===== config.mk =====
export PLATFORM = sky130hd
export DESIGN_NAME = alu_exec_unit_flat
export DESIGN_NICKNAME = d
export VERILOG_FILES = /design/src/rtl/alu_pkg.sv /design/src/rtl/alu_exec_unit_if.sv /design/src/rtl/alu_iter_core.sv /design/src/rtl/alu_exec_unit.sv /design/src/flat_wrapper.sv
export SDC_FILE = /design/constraint.sdc
export NUM_CORES = 1
export LEC_CHECK = 0
export CAP_MARGIN = 5
export CELL_PAD_IN_SITES_DETAIL_PLACEMENT = 1
export CELL_PAD_IN_SITES_GLOBAL_PLACEMENT = 1
export CORE_ASPECT_RATIO = 2
export CORE_UTILIZATION = 47
export DETAILED_ROUTE_END_ITERATION = 8
export HOLD_SLACK_MARGIN = 0.12
export PLACE_DENSITY = 0.89
export SYNTH_ARGS = -nofsm -noshare
export SYNTH_HDL_FRONTEND = slang
export SYNTH_SLANG_ARGS = --single-unit

===== constraint.sdc =====
create_clock -name clk -period 8.1 [get_ports clk]
set_clock_uncertainty 0.05 [all_clocks]
set_input_delay 1.62 -clock clk [delete_from_list [all_inputs] [get_ports clk]]
set_output_delay 1.62 -clock clk [all_outputs]
set_load 0.01 [all_outputs]

===== src/rtl/alu_pkg.sv =====
// ============================================================================
// Module   : alu_pkg
// Brief    : Opcodes and FSM state encodings shared by the execution ALU and
//            alu_control.
// Revision : 1.0  initial release
// ============================================================================
`default_nettype none

package alu_pkg;

  localparam logic [3:0] OP_ADD   = 4'b0001;
  localparam logic [3:0] OP_SUB   = 4'b0010;
  localparam logic [3:0] OP_MUL   = 4'b0100;
  localparam logic [3:0] OP_DIV   = 4'b1000;
  localparam logic [3:0] OP_ADDR  = 4'b1100;
  localparam logic [3:0] OP_PASSB = 4'b1110;
  localparam logic [3:0] OP_CMP   = 4'b1111;

  typedef enum logic [1:0] {
    ST_IDLE = 2'd0,
    ST_ITER = 2'd1,
    ST_DONE = 2'd2
  } alu_state_t;

endpackage

`default_nettype wire


===== src/rtl/alu_exec_unit_if.sv =====
// ============================================================================
// Module   : alu_exec_unit_if
// Brief    : Start/done handshake and operand/result bus of the execution ALU.
//            ovfFlag exists only when ALU_OVERFLOW_EN is defined.
// Revision : 1.0  initial release
// ============================================================================
`default_nettype none

interface alu_exec_unit_if #(
  parameter int WIDTH = 16
);
  logic             start;
  logic [3:0]       ctrlIn;
  logic [WIDTH-1:0] opA;
  logic [WIDTH-1:0] opB;
  logic             busy;
  logic             done;
  logic [WIDTH-1:0] result;
  logic [WIDTH-1:0] resultHi;
  logic             zeroFlag;
  logic             divByZero;
  logic             illegalOp;
`ifdef ALU_OVERFLOW_EN
  logic             ovfFlag;
`endif

  modport master (
`ifdef ALU_OVERFLOW_EN
    input  ovfFlag,
`endif
    output start, ctrlIn, opA, opB,
    input  busy, done, result, resultHi, zeroFlag, divByZero, illegalOp
  );

  modport slave (
`ifdef ALU_OVERFLOW_EN
    output ovfFlag,
`endif
    input  start, ctrlIn, opA, opB,
    output busy, done, result, resultHi, zeroFlag, divByZero, illegalOp
  );
endinterface

`default_nettype wire


===== src/rtl/alu_iter_core.sv =====
// ============================================================================
// Module   : alu_iter_core
// Brief    : Shared one-bit-per-cycle engine: shift-add multiply or restoring
//            divide over a {hi,lo} register pair.
// Revision : 1.0  initial release
// ============================================================================
`default_nettype none

module alu_iter_core #(
  parameter int WIDTH = 16
) (
  input  wire logic             clk,
  input  wire logic             rst,
  input  wire logic             load,
  input  wire logic             run,
  input  wire logic             mode,     // 1 = DIV, 0 = MUL, sampled on load
  input  wire logic [WIDTH-1:0] a,
  input  wire logic [WIDTH-1:0] b,
  output logic                  last,
  output logic [WIDTH-1:0]      next_lo,
  output logic [WIDTH-1:0]      next_hi
);
  localparam int CW = $clog2(WIDTH);

  logic [WIDTH-1:0] r_hi, r_lo, r_b;
  logic [CW-1:0]    r_cnt;
  logic             r_div;
  logic [WIDTH:0]   w_sum, w_shift, w_diff;

  always_comb begin
    w_sum   = {1'b0, r_hi} + (r_lo[0] ? {1'b0, r_b} : '0);
    w_shift = {r_hi, r_lo[WIDTH-1]};
    w_diff  = w_shift - {1'b0, r_b};
    next_hi = w_sum[WIDTH:1];
    next_lo = {w_sum[0], r_lo[WIDTH-1:1]};
    if (r_div) begin
      // Restoring step: keep the trial subtraction only when it did not borrow.
      if (!w_diff[WIDTH]) begin
        next_hi = w_diff[WIDTH-1:0];
        next_lo = {r_lo[WIDTH-2:0], 1'b1};
      end else begin
        next_hi = w_shift[WIDTH-1:0];
        next_lo = {r_lo[WIDTH-2:0], 1'b0};
      end
    end
    last = run && (r_cnt == CW'(WIDTH - 1));
  end

  always_ff @(posedge clk) begin
    if (rst) begin
      r_hi  <= '0;
      r_lo  <= '0;
      r_b   <= '0;
      r_cnt <= '0;
      r_div <= 1'b0;
    end else if (load) begin
      r_hi  <= '0;
      r_lo  <= mode ? a : b;
      r_b   <= mode ? b : a;
      r_cnt <= '0;
      r_div <= mode;
    end else if (run) begin
      r_hi  <= next_hi;
      r_lo  <= next_lo;
      r_cnt <= r_cnt + 1'b1;
    end
  end

endmodule

`default_nettype wire


===== src/rtl/alu_exec_unit.sv =====
// ============================================================================
// Module   : alu_exec_unit
// Brief    : Execution-stage ALU with single-cycle ops and iterative MUL/DIV.
//            Optional signed overflow output under macro ALU_OVERFLOW_EN.
// Revision : 1.0  initial release
// ============================================================================
`default_nettype none

module alu_exec_unit
  import alu_pkg::*;
#(
  parameter int WIDTH = 16
) (
  input  wire logic     clk,
  input  wire logic     rst,
  alu_exec_unit_if.slave bus
);
  alu_state_t       r_state, w_state_nxt;
  logic             w_accept, w_iter_op, w_last;
  logic [WIDTH-1:0] w_sum, w_diff, w_next_lo, w_next_hi;
  logic [WIDTH-1:0] r_result, r_result_hi;
  logic             r_zero, r_dbz, r_ill, r_is_mul;

  assign w_sum     = bus.opA + bus.opB;
  assign w_diff    = bus.opA - bus.opB;
  assign w_accept  = bus.start && (r_state == ST_IDLE);
  assign w_iter_op = (bus.ctrlIn == OP_MUL) ||
                     ((bus.ctrlIn == OP_DIV) && (bus.opB != '0));

  alu_iter_core #(.WIDTH(WIDTH)) u_iter (
    .clk     (clk),
    .rst     (rst),
    .load    (w_accept && w_iter_op),
    .run     (r_state == ST_ITER),
    .mode    (bus.ctrlIn == OP_DIV),
    .a       (bus.opA),
    .b       (bus.opB),
    .last    (w_last),
    .next_lo (w_next_lo),
    .next_hi (w_next_hi)
  );

  always_ff @(posedge clk) begin
    if (rst) r_state <= ST_IDLE;
    else     r_state <= w_state_nxt;
  end

  always_comb begin
    w_state_nxt = r_state;
    bus.busy    = (r_state != ST_IDLE);
    bus.done    = (r_state == ST_DONE);
    case (r_state)
      ST_IDLE: if (w_accept) w_state_nxt = w_iter_op ? ST_ITER : ST_DONE;
      ST_ITER: if (w_last)   w_state_nxt = ST_DONE;
      ST_DONE: w_state_nxt = ST_IDLE;
      default: w_state_nxt = ST_IDLE;
    endcase
  end

  always_ff @(posedge clk) begin
    if (rst) begin
      r_result    <= '0;
      r_result_hi <= '0;
      r_zero      <= 1'b0;
      r_dbz       <= 1'b0;
      r_ill       <= 1'b0;
      r_is_mul    <= 1'b0;
    end else if (w_accept) begin
      r_dbz    <= 1'b0;
      r_ill    <= 1'b0;
      r_is_mul <= (bus.ctrlIn == OP_MUL);
      case (bus.ctrlIn)
        OP_ADD, OP_ADDR: begin
          r_result    <= w_sum;
          r_result_hi <= '0;
          r_zero      <= (w_sum == '0);
        end
        OP_SUB: begin
          r_result    <= w_diff;
          r_result_hi <= '0;
          r_zero      <= (w_diff == '0);
        end
        OP_PASSB: begin
          r_result    <= bus.opB;
          r_result_hi <= '0;
          r_zero      <= (bus.opB == '0);
        end
        OP_CMP: begin
          r_result    <= '0;
          r_result_hi <= '0;
          r_zero      <= (w_diff == '0);
        end
        OP_MUL: ;  // results land when the iteration finishes
        OP_DIV: begin
          if (bus.opB == '0) begin
            r_result    <= '1;
            r_result_hi <= bus.opA;
            r_zero      <= 1'b0;
            r_dbz       <= 1'b1;
          end
        end
        default: begin
          r_result    <= '0;
          r_result_hi <= '0;
          r_zero      <= 1'b1;
          r_ill       <= 1'b1;
        end
      endcase
    end else if (w_last) begin
      r_result    <= w_next_lo;
      r_result_hi <= w_next_hi;
      r_zero      <= r_is_mul ? ({w_next_hi, w_next_lo} == '0) : (w_next_lo == '0);
    end
  end

  assign bus.result    = r_result;
  assign bus.resultHi  = r_result_hi;
  assign bus.zeroFlag  = r_zero;
  assign bus.divByZero = r_dbz;
  assign bus.illegalOp = r_ill;

`ifdef ALU_OVERFLOW_EN
  logic r_ovf, w_add_ovf, w_sub_ovf;
  // Signed overflow: operands agree (add) / differ (sub) in sign but the result flips.
  assign w_add_ovf = (bus.opA[WIDTH-1] == bus.opB[WIDTH-1]) && (w_sum[WIDTH-1]  != bus.opA[WIDTH-1]);
  assign w_sub_ovf = (bus.opA[WIDTH-1] != bus.opB[WIDTH-1]) && (w_diff[WIDTH-1] != bus.opA[WIDTH-1]);

  always_ff @(posedge clk) begin
    if (rst) begin
      r_ovf <= 1'b0;
    end else if (w_accept) begin
      case (bus.ctrlIn)
        OP_ADD:         r_ovf <= w_add_ovf;
        OP_SUB, OP_CMP: r_ovf <= w_sub_ovf;
        default:        r_ovf <= 1'b0;
      endcase
    end
  end

  assign bus.ovfFlag = r_ovf;
`endif

endmodule

`default_nettype wire


===== src/flat_wrapper.sv =====
// flat-port wrapper written by rule: the top's interface ports become plain ports
module alu_exec_unit_flat import alu_pkg::*;
#(
  parameter int WIDTH = 16
)
  (clk, rst, bus_start, bus_ctrlIn, bus_opA, bus_opB, bus_busy, bus_done, bus_result, bus_resultHi, bus_zeroFlag, bus_divByZero, bus_illegalOp);
  alu_exec_unit_if #(.WIDTH(WIDTH)) bus_i ();
  input  wire logic clk;
  input  wire logic rst;
  input wire logic [$bits(bus_i.start)-1:0] bus_start;
  input wire logic [$bits(bus_i.ctrlIn)-1:0] bus_ctrlIn;
  input wire logic [$bits(bus_i.opA)-1:0] bus_opA;
  input wire logic [$bits(bus_i.opB)-1:0] bus_opB;
  output wire logic [$bits(bus_i.busy)-1:0] bus_busy;
  output wire logic [$bits(bus_i.done)-1:0] bus_done;
  output wire logic [$bits(bus_i.result)-1:0] bus_result;
  output wire logic [$bits(bus_i.resultHi)-1:0] bus_resultHi;
  output wire logic [$bits(bus_i.zeroFlag)-1:0] bus_zeroFlag;
  output wire logic [$bits(bus_i.divByZero)-1:0] bus_divByZero;
  output wire logic [$bits(bus_i.illegalOp)-1:0] bus_illegalOp;
  assign bus_i.start = bus_start;
  assign bus_i.ctrlIn = bus_ctrlIn;
  assign bus_i.opA = bus_opA;
  assign bus_i.opB = bus_opB;
  assign bus_busy = bus_i.busy;
  assign bus_done = bus_i.done;
  assign bus_result = bus_i.result;
  assign bus_resultHi = bus_i.resultHi;
  assign bus_zeroFlag = bus_i.zeroFlag;
  assign bus_divByZero = bus_i.divByZero;
  assign bus_illegalOp = bus_i.illegalOp;
  alu_exec_unit #(.WIDTH(WIDTH)) u_core (.clk(clk), .rst(rst), .bus(bus_i));
endmodule

# Yosys cells after proc, flatten, opt, wreduce, memory -nomap -nowiden
# Index checks and enable logic that the tools add are counted.
# op_classes
add_sub_neg	5
eq_ne	14
muxes	29
reduce_logical	21
# ops
cell	count
$mux 16	14
$pmux 16 s5	1
$logic_not 16->1	4
$logic_not 32->1	1
$pmux 16 s2	1
$eq 4x4->1 const B	5
$add 16x17->17	1
$sub 17x16->17	1
$add 16x16->16	1
$reduce_bool 16->1	1
$sub 16x16->16	1
$mux 1	8
$reduce_or 7->1	1
$mux 2	3
$reduce_bool 2->1	3
$reduce_or 2->1	3
$pmux 1 s5	1
$add 4x1->4 const B	1
$eq 4x1->1 const B	1
$eq 4x2->1 const B	1
$eq 4x3->1 const B	1
$logic_and 1x1->1	4
$ne 2x1->1 const B	2
$pmux 2 s2	1
other kinds (8)	8
# word_totals
ff_bits	91
inputBits	39
output_inout_bits	37

# Depth between registers and ports, before layout
# Gate-level depths: netlist (run 1).
# logic_depth
word_depth	7
ltp_mapped	14
depth_no_buf	14

# Hierarchy
# A second synthesis (run 1) with hierarchy kept.
# hier_totals
cells_unflattened	1140
area_unflattened_um2	8525.7
# modules_own_cells
mod	instances	cells_each	area_each_um2
alu_iter_core	1	590	4616.9
alu_exec_unit	1	550	3908.7

# Worst setup path before layout (run 1)
# No wires, ideal clock.
# synth_path
kind	input to register
startpoint	in bus_opB[2]
endpoint	reg u_core.r_result[9] (netlist: u_core.bus.result[9])
arrival_time_ns	3.926
t_required_ns	7.934
path_slack_ns	4.008
cell_stages	12
path_buffers	1
cell_sequence	inv_1 > ha_1 > clkbuf_1 > o21a_1 > o31a_1 > o41a_1 > a2111oi_0 > xnor2_1 > nor2_1 > a211oi_1 > o221ai_1 > o211a_1
# synth_between
elab_chain_cells	3
# synth_lines
item	line	text
start: declaration	flat_wrapper.sv:13	input wire logic [$bits(bus_i.opB)-1:0] bus_opB;
$sub 16x16->16 (tied with other cells)	alu_exec_unit.sv:25	assign w_diff = bus.opA - bus.opB;
$pmux 16 s5 / $ne 3x3->1 (equally long branches)	n/a	
$mux 16 / $reduce_and 3->1 (equally long branches)	n/a	
end signal: assignment	alu_exec_unit.sv:74	r_result <= w_sum;
end signal: assignment	alu_exec_unit.sv:79	r_result <= w_diff;
end signal: assignment	alu_exec_unit.sv:84	r_result <= bus.opB;
end: declaration	alu_exec_unit.sv:21	logic [WIDTH-1:0] r_result, r_result_hi;
# Parallel ways exist; a longest one is shown, timed or not.
# A chain may end at the register's enable or synchronous reset.

# Worst setup path in the final report (run 1)
# layout_path
startpoint	in bus_ctrlIn[2]
endpoint	reg u_core.r_zero (netlist: u_core.bus.zeroFlag)
# layout_between
elab_chain_cells	4
# layout_lines
item	line	text
start: declaration	flat_wrapper.sv:11	input wire logic [$bits(bus_i.ctrlIn)-1:0] bus_ctrlIn;
$eq 4x2->1 (tied with other cells)	alu_exec_unit.sv:72	case (bus.ctrlIn)
$reduce_or 2->1 (no line)	n/a	
$pmux 1 s5	alu_exec_unit.sv:72	
$mux 1	alu_exec_unit.sv:68	end else if (w_accept) begin
end signal: assignment	alu_exec_unit.sv:76	r_zero <= (w_sum == '0);
end signal: assignment	alu_exec_unit.sv:81	r_zero <= (w_diff == '0);
end signal: assignment	alu_exec_unit.sv:86	r_zero <= (bus.opB == '0);
end: declaration	alu_exec_unit.sv:22	logic r_zero, r_dbz, r_ill, r_is_mul;
# Parallel ways exist; a longest one is shown, timed or not.

==> results of run 1 <==
cell type report:
cell class | count | area [um^2] | share of cell area [%]
Clock buffer | 11 | 243 | 2.49
Antenna cell | 1 | 2.50 | 0.0257
Multi-Input combinational cell | 965 | 6210 | 63.7
Clock inverter | 5 | 100 | 1.03
Timing Repair Buffer | 90 | 858 | 8.81
Inverter | 64 | 240 | 2.47
Tap cell | 213 | 267 | 2.74
Sequential cell | 91 | 1820 | 18.7
registers in the layout, summed over array words and instances, names as in the netlist:
name                  cells
u_core.bus.resultHi      16
u_core.bus.result        16
u_core.u_iter.r_b        16
u_core.u_iter.r_hi       16
u_core.u_iter.r_lo       16
u_core.u_iter.r_cnt       4
u_core.r_state            2
u_core.bus.divByZero      1
u_core.bus.illegalOp      1
u_core.bus.zeroFlag       1
u_core.r_is_mul           1
u_core.u_iter.r_div       1
cells by family after synthesis:
| group | synth area share (%) |
|---|---|
| xor gates and xnor gates | 4.93 |
| AOI/OAI and AO/OA | 30.3 |
| DFF | 21.4 |
| adders and majority gates | 10.2 |
| buffers and inverters | 5.92 |
| muxes | 4.02 |
| and+or+nand+nor | 23.2 |
synthesized netlist by cell type, types with 4 or more instances:
master,n,share of area (%)
buf_1,4,0.18
dfxtp_1,91,21
o21ai_0,76,4.5
a2111oi_0,4,0.41
inv_1,64,2.8
o21bai_1,7,0.62
nor4_1,11,0.81
a311oi_1,22,2.3
nor3_1,32,1.9
o22ai_1,18,1.3
o31ai_1,10,0.88
a21oi_1,118,6.9
mux2i_1,26,3.1
fa_1,4,0.94
o31a_1,5,0.51
nor2b_1,14,1.0
a31oi_1,17,1.2
clkbuf_1,63,2.8
xor2_1,21,2.2
a21o_1,8,0.70
nand2b_1,20,1.5
or2_2,8,0.59
mux2_2,4,0.53
and3_1,9,0.66
nand3_1,25,1.5
a211oi_1,28,2.5
o21a_1,6,0.53
nand2_1,116,5.1
o211ai_1,12,1.1
nor2_1,140,6.2
nand4_1,8,0.59
a31o_2,4,0.41
or3_1,11,0.81
xnor2_1,27,2.8
a22oi_1,7,0.62
a221oi_1,9,0.93
ha_1,63,9.2
and2_1,19,1.4
o221ai_1,5,0.51
power by group through the flow:
stage,logic [mW],clock network [mW],registers (mW)
after floorplan,0.313,0,0.496
after global placement,0.503,0,0.497
after detailed placement,0.511,0,0.497
after CTS,0.517,0.494,0.488
after global routing,0.565,0.510,0.490
final,0.535,0.495,0.490
metrics by stage:
stage               util [%]  cell area (um^2)  instances
floorplan                  -              8520       1189
global placement        52.8              9400       1423
detailed placement      52.8              9400       1423
CTS                     54.8              9740       1439
global route            54.8              9740       1440
finish                  54.8              9740       1440
layout by cell type (no fill, tap or decap), types with 5 or more instances in the layout:
cell type and instances:
a211oi_1 28, a21o_1 8, a21oi_1 118, a221oi_1 9, a22oi_1 7, a311oi_1 22
a31oi_1 17, and2_1 19, and3_1 9, buf_4 15, clkbuf_16 9, clkdlybuf4s50_1 74
dfxtp_1 90, ha_1 63, inv_1 64, mux2i_1 26, nand2_1 116, nand2b_1 20
nand3_1 25, nand4_1 8, nor2_1 137, nor2b_1 14, nor3_1 31, nor4_1 11
o211ai_1 12, o21a_1 6, o21ai_0 76, o21bai_1 7, o221ai_1 5, o22ai_1 18
o31a_1 5, o31ai_1 10, or2_2 8, or3_1 11, xnor2_1 27, xor2_1 21
path summary, 6_finish.rpt:
check / from / end / slack [ps] / depth (start not counted)
max: bus_ctrlIn[2] / u_core.bus.zeroFlag$_SDFFE_PP0P_ / 2540 / 12
min: u_core.r_is_mul$_SDFFE_PP0P_ / u_core.r_is_mul$_SDFFE_PP0P_ / 410 / 2
max reg2reg: u_core.u_iter.r_lo[0]$_SDFFE_PP0P_ / u_core.bus.zeroFlag$_SDFFE_PP0P_ / 3240 / 13
min reg2reg: u_core.r_is_mul$_SDFFE_PP0P_ / u_core.r_is_mul$_SDFFE_PP0P_ / 410 / 2
worst max-delay path: cells and delay by family:
| family | cells | cell delay (ps) |
|---|---|---|
| simple gates | 7 | 2640 |
| compound gates | 3 | 560 |
| buf+inv | 2 | 940 |
layer usage:
| layer | GRT usage (%) | share of wire, % |
|---|---|---|
| met5 | 0 | 0 |
| met3 | 9.89 | 6.3 |
| met4 | 47.3 | 13 |
| met1 | 39.4 | 31 |
| met2 | 77.2 | 50 |
==> metrics.txt, run 1 <==
CTS tree built; switching power 552 uW; DP HPWL 31.2 mm; Net count, final 1327; port bufs 75; Avg Vias per Cell 6.95; crit share post-route 68.6%; Placement Rows 69; RePlAce Congestion 1.14; CP most frequent cell nand4_1; Root Driver clkbuf_16; CTS Sinks 91; CP peak stage delay 800 ps; Final Hold Vio Count 0; Pwr Total 1.52 mW; sequential area share after synthesis 21.4%; grt ovf 0; Clock Latency Late Sink 360 ps; Setup Fix Bufs, Post-CTS 0; Setup TNS Final 0 ps; Slowest-stage cell, CP nor2_1; number of routed nets with antenna violations 0; final-report setup violation count 0; fraction of layout cells with a size suffix above 1 5.71%; RSZ-0062 raised after global routing false; Max FO, Critical Path 18; Yosys reg bits 91; DIE WIDTH 97.2 um; Worst Setup End Kind flop; vias in the first global route 10500; GRT Util Overall 43.8%; Fmax achieved 180 MHz; pwr dens 156 nW/um^2; critical-path cell list clkdlybuf4s50_1, nor2_1, nand2_1, a21oi_1, buf_4, nand4b_1, nor3_1, nand4_1, nor4_1, nand4_1, o31a_1, o31ai_1; Gate power share 35.2%; core region area 17800 um^2; Max Cap Violations 0; Yosys warnings 0; first-pass GRT wire length 61.5 mm; cell count after synthesis 1189; number of flops mapped to enable cells by yosys 0; Die Y-Extent 192 um; Least-Margin Pin Slew 1280 ps; Vias 10000; Num CTS Buffers 9; post-DR wirelength/cell 28.4 um; hold slack 412 ps; largest net degree at the start of global routing 49; fillers 2274; Clock transition at path regs 60 ps; post-layout minimum cycle time 5560 ps; Worst Setup Path Type in2reg; H-tree depth 3; max-slew violation count 0; Max VDD drop 0.0803 mV; area delta synth->final 14.3%; # hold bufs at CTS 0; sw frac 36.3%; Lkg Pwr 3.77 nW; outcome completed; Synth Flop Type dfxtp_1; syn_nets 1295; Netlist Area Pre-Place 8520 um^2; post-CTS sizing 0; first drt pass iteration count 8; Max Root-Sink Buffers 2; detailed-route DRC error count 0; Synth cell types 76; initial antenna violation count 2; Avg Cell Area, Syn 7.17 um^2; Clock power frac 32.6%; Seq pwr share 32.2%; asr flop ratio synth 0%; Initial Util 47.9%; Worst Slack Setup Final 2540 ps; Min-Delay Path Class reg2reg; Internal Pwr Total 968 uW; Worst Setup Start Kind primary input; CP arrival 5770 ps; I/O pin cnt 76; pre-CTS setup slack 2460 ps; Max transition margin 14.2%; iteration-0 DRC count of the detailed router 783; drt total wl 40.9 mm; Req. time, crit path 8310 ps; die footprint 18700 um^2
Note: power is estimated with default switching activity, not from simulation.
==> run 2, diff against run 1 <==
Settings changed: CORE_UTILIZATION 47 to 39, PLACE_DENSITY 0.89 to 0.79.
Clock period 8.1 ns to 4.9 ns, I/O delays scaled along.
==> run 2 against run 1 <==
Compared with the run above:
- hold slack got worse by 8.8 ps
- via count increased by 0.52%
- worst setup slack worse by 2300 ps
- utilization shrank 5.9 points
- total power increased by 66%
- global-route usage is 4.4 points lower
- highest routed layer unchanged
- largest power group unchanged
- register-to-register slack lost 2800 ps
- clock power rose by 49%
==> metrics.txt, run 2 (same netlist as run 1, synthesis figures left out) <==
Max transition margin 38.0%; vias in the first global route 10900; first drt pass iteration count 5; Max Cap Violations 0; number of routed nets with antenna violations 0; Worst Setup Start Kind primary input; DP Area 10200 um^2; Worst Setup Path Type in2reg; n_diodes 0; detailed-route DRC error count 0; iteration-0 DRC count of the detailed router 582; Net count, final 1421; Placement Rows 76; post-DR wirelength/cell 27.2 um; Clock Latency Late Sink 370 ps; Max Root-Sink Buffers 2; H-tree depth 3; Avg Vias per Cell 6.31; Max VDD drop 0.202 mV; fraction of layout cells with a size suffix above 1 12.7%; final-report setup violation count 0; Num CTS Buffers 9; Root Driver clkbuf_16; area delta synth->final 23.3%; most frequent cells in the layout 137 x nor2_1, 118 x a21oi_1, 116 x nand2_1; initial antenna violation count 0; first-pass GRT wire length 64.1 mm; RePlAce Congestion 0.988; CP arrival 4890 ps; outcome completed; Final Hold Vio Count 0; DIE WIDTH 107 um; die footprint 22500 um^2; hold slack 404 ps; largest net degree at the start of global routing 64; crit share post-route 94.9%; CTS tree built; Req. time, crit path 5140 ps; Clock transition at path regs 70 ps; Fmax achieved 215 MHz; port bufs 75; Lkg Pwr 4.21 nW; Initial Util 39.7%; final std cell area, no fill 10500 um^2; Pwr Total 2.52 mW; Least-Margin Pin Slew 927 ps; core region area 21500 um^2; Layout Utilization 48.9%; pwr dens 240 nW/um^2; GRT Util Overall 39.4%; DP HPWL 34.5 mm; Max FO, Critical Path 6; max-slew violation count 0; RSZ-0062 raised after global routing false; Worst Setup End Kind flop; fillers 2752; Min-Delay Path Class reg2reg; Die Y-Extent 211 um; commonest non-fill, non-tap cell in the layout nor2_1; CTS Sinks 91; drt total wl 43.3 mm; Vias 10100; # hold bufs at CTS 0; grt ovf 0; post-layout minimum cycle time 4650 ps; I/O pin cnt 76
-- run 2: changes by cell type in the layout (fill, tap and decap cells not counted), sizes merged --
cell      delta
inv          +1
bufinv       -2
buf         +94
clkinvlp     +2
diode        -1
clkbuf       -1
-- run 2: report_power, final --
part           total (mW)  switching [mW]  internal, mW
Clock               0.740           0.331         0.409
Sequential          0.804          0.0310         0.773
Combinational       0.980           0.591         0.388
-- run 2: path summary, 6_finish.rpt --
check / startpoint / to / slack [ps] / cells after the start
worst max-delay path: bus_opB[13] / u_core.bus.zeroFlag$_SDFFE_PP0P_ / 250 / 11
worst min-delay path: u_core.bus.illegalOp$_SDFFE_PP0P_ / u_core.bus.illegalOp$_SDFFE_PP0P_ / 400 / 2
worst max register to register: u_core.u_iter.r_lo[15]$_SDFFE_PP0P_ / u_core.bus.zeroFlag$_SDFFE_PP0P_ / 460 / 13
worst min register to register: u_core.bus.illegalOp$_SDFFE_PP0P_ / u_core.bus.illegalOp$_SDFFE_PP0P_ / 400 / 2
-- run 2: area by class of cell --
class	count	area, um^2	area share, %
clock inverters	6	63.8	0.608
repair buffers	184	1580	15.0
flip-flops and latches	91	1820	17.4
inverters	64	240	2.29
clock buffers	10	239	2.28
well taps	273	342	3.25
multi-input cells	965	6220	59.2
-- run 2: repair_timing --
| action | 4_1_cts | 5_1_grt |
|---|---|---|
| endpoints found under the setup margin | 0 | 2 |
| gates resized for setup | 0 | 2 |
| buffers inserted | 0 | 0 |
| hold endpoints to repair | 0 | 0 |
-- run 2: per-stage QoR --
step	TNS [ps]	setup slack [ps]	instances
6_report	0	251	1593
5_1_grt	0	121	1593
4_1_cts	0	28.3	1593
3_5_place_dp	-1200	-319	1577
3_3_place_gp	-819	-296	1577
2_1_floorplan	0	966	1189
-- run 2: per-layer routing --
metal | track usage (%) | share of wire, %
met5 | 0 | 0
met4 | 41.7 | 12
met3 | 9.84 | 5.2
met2 | 71.4 | 52
met1 | 32.8 | 31
-- run 2: critical path: stages --
cell and delay [ps]:
clkdlybuf4s50_1 630, nor4_2 680, a41oi_1 210, o21ai_0 550, a31oi_1 330, nor2_2 240
o21ai_0 150, nor3b_1 310, nand4_1 110, or4_1 440, o31ai_1 240
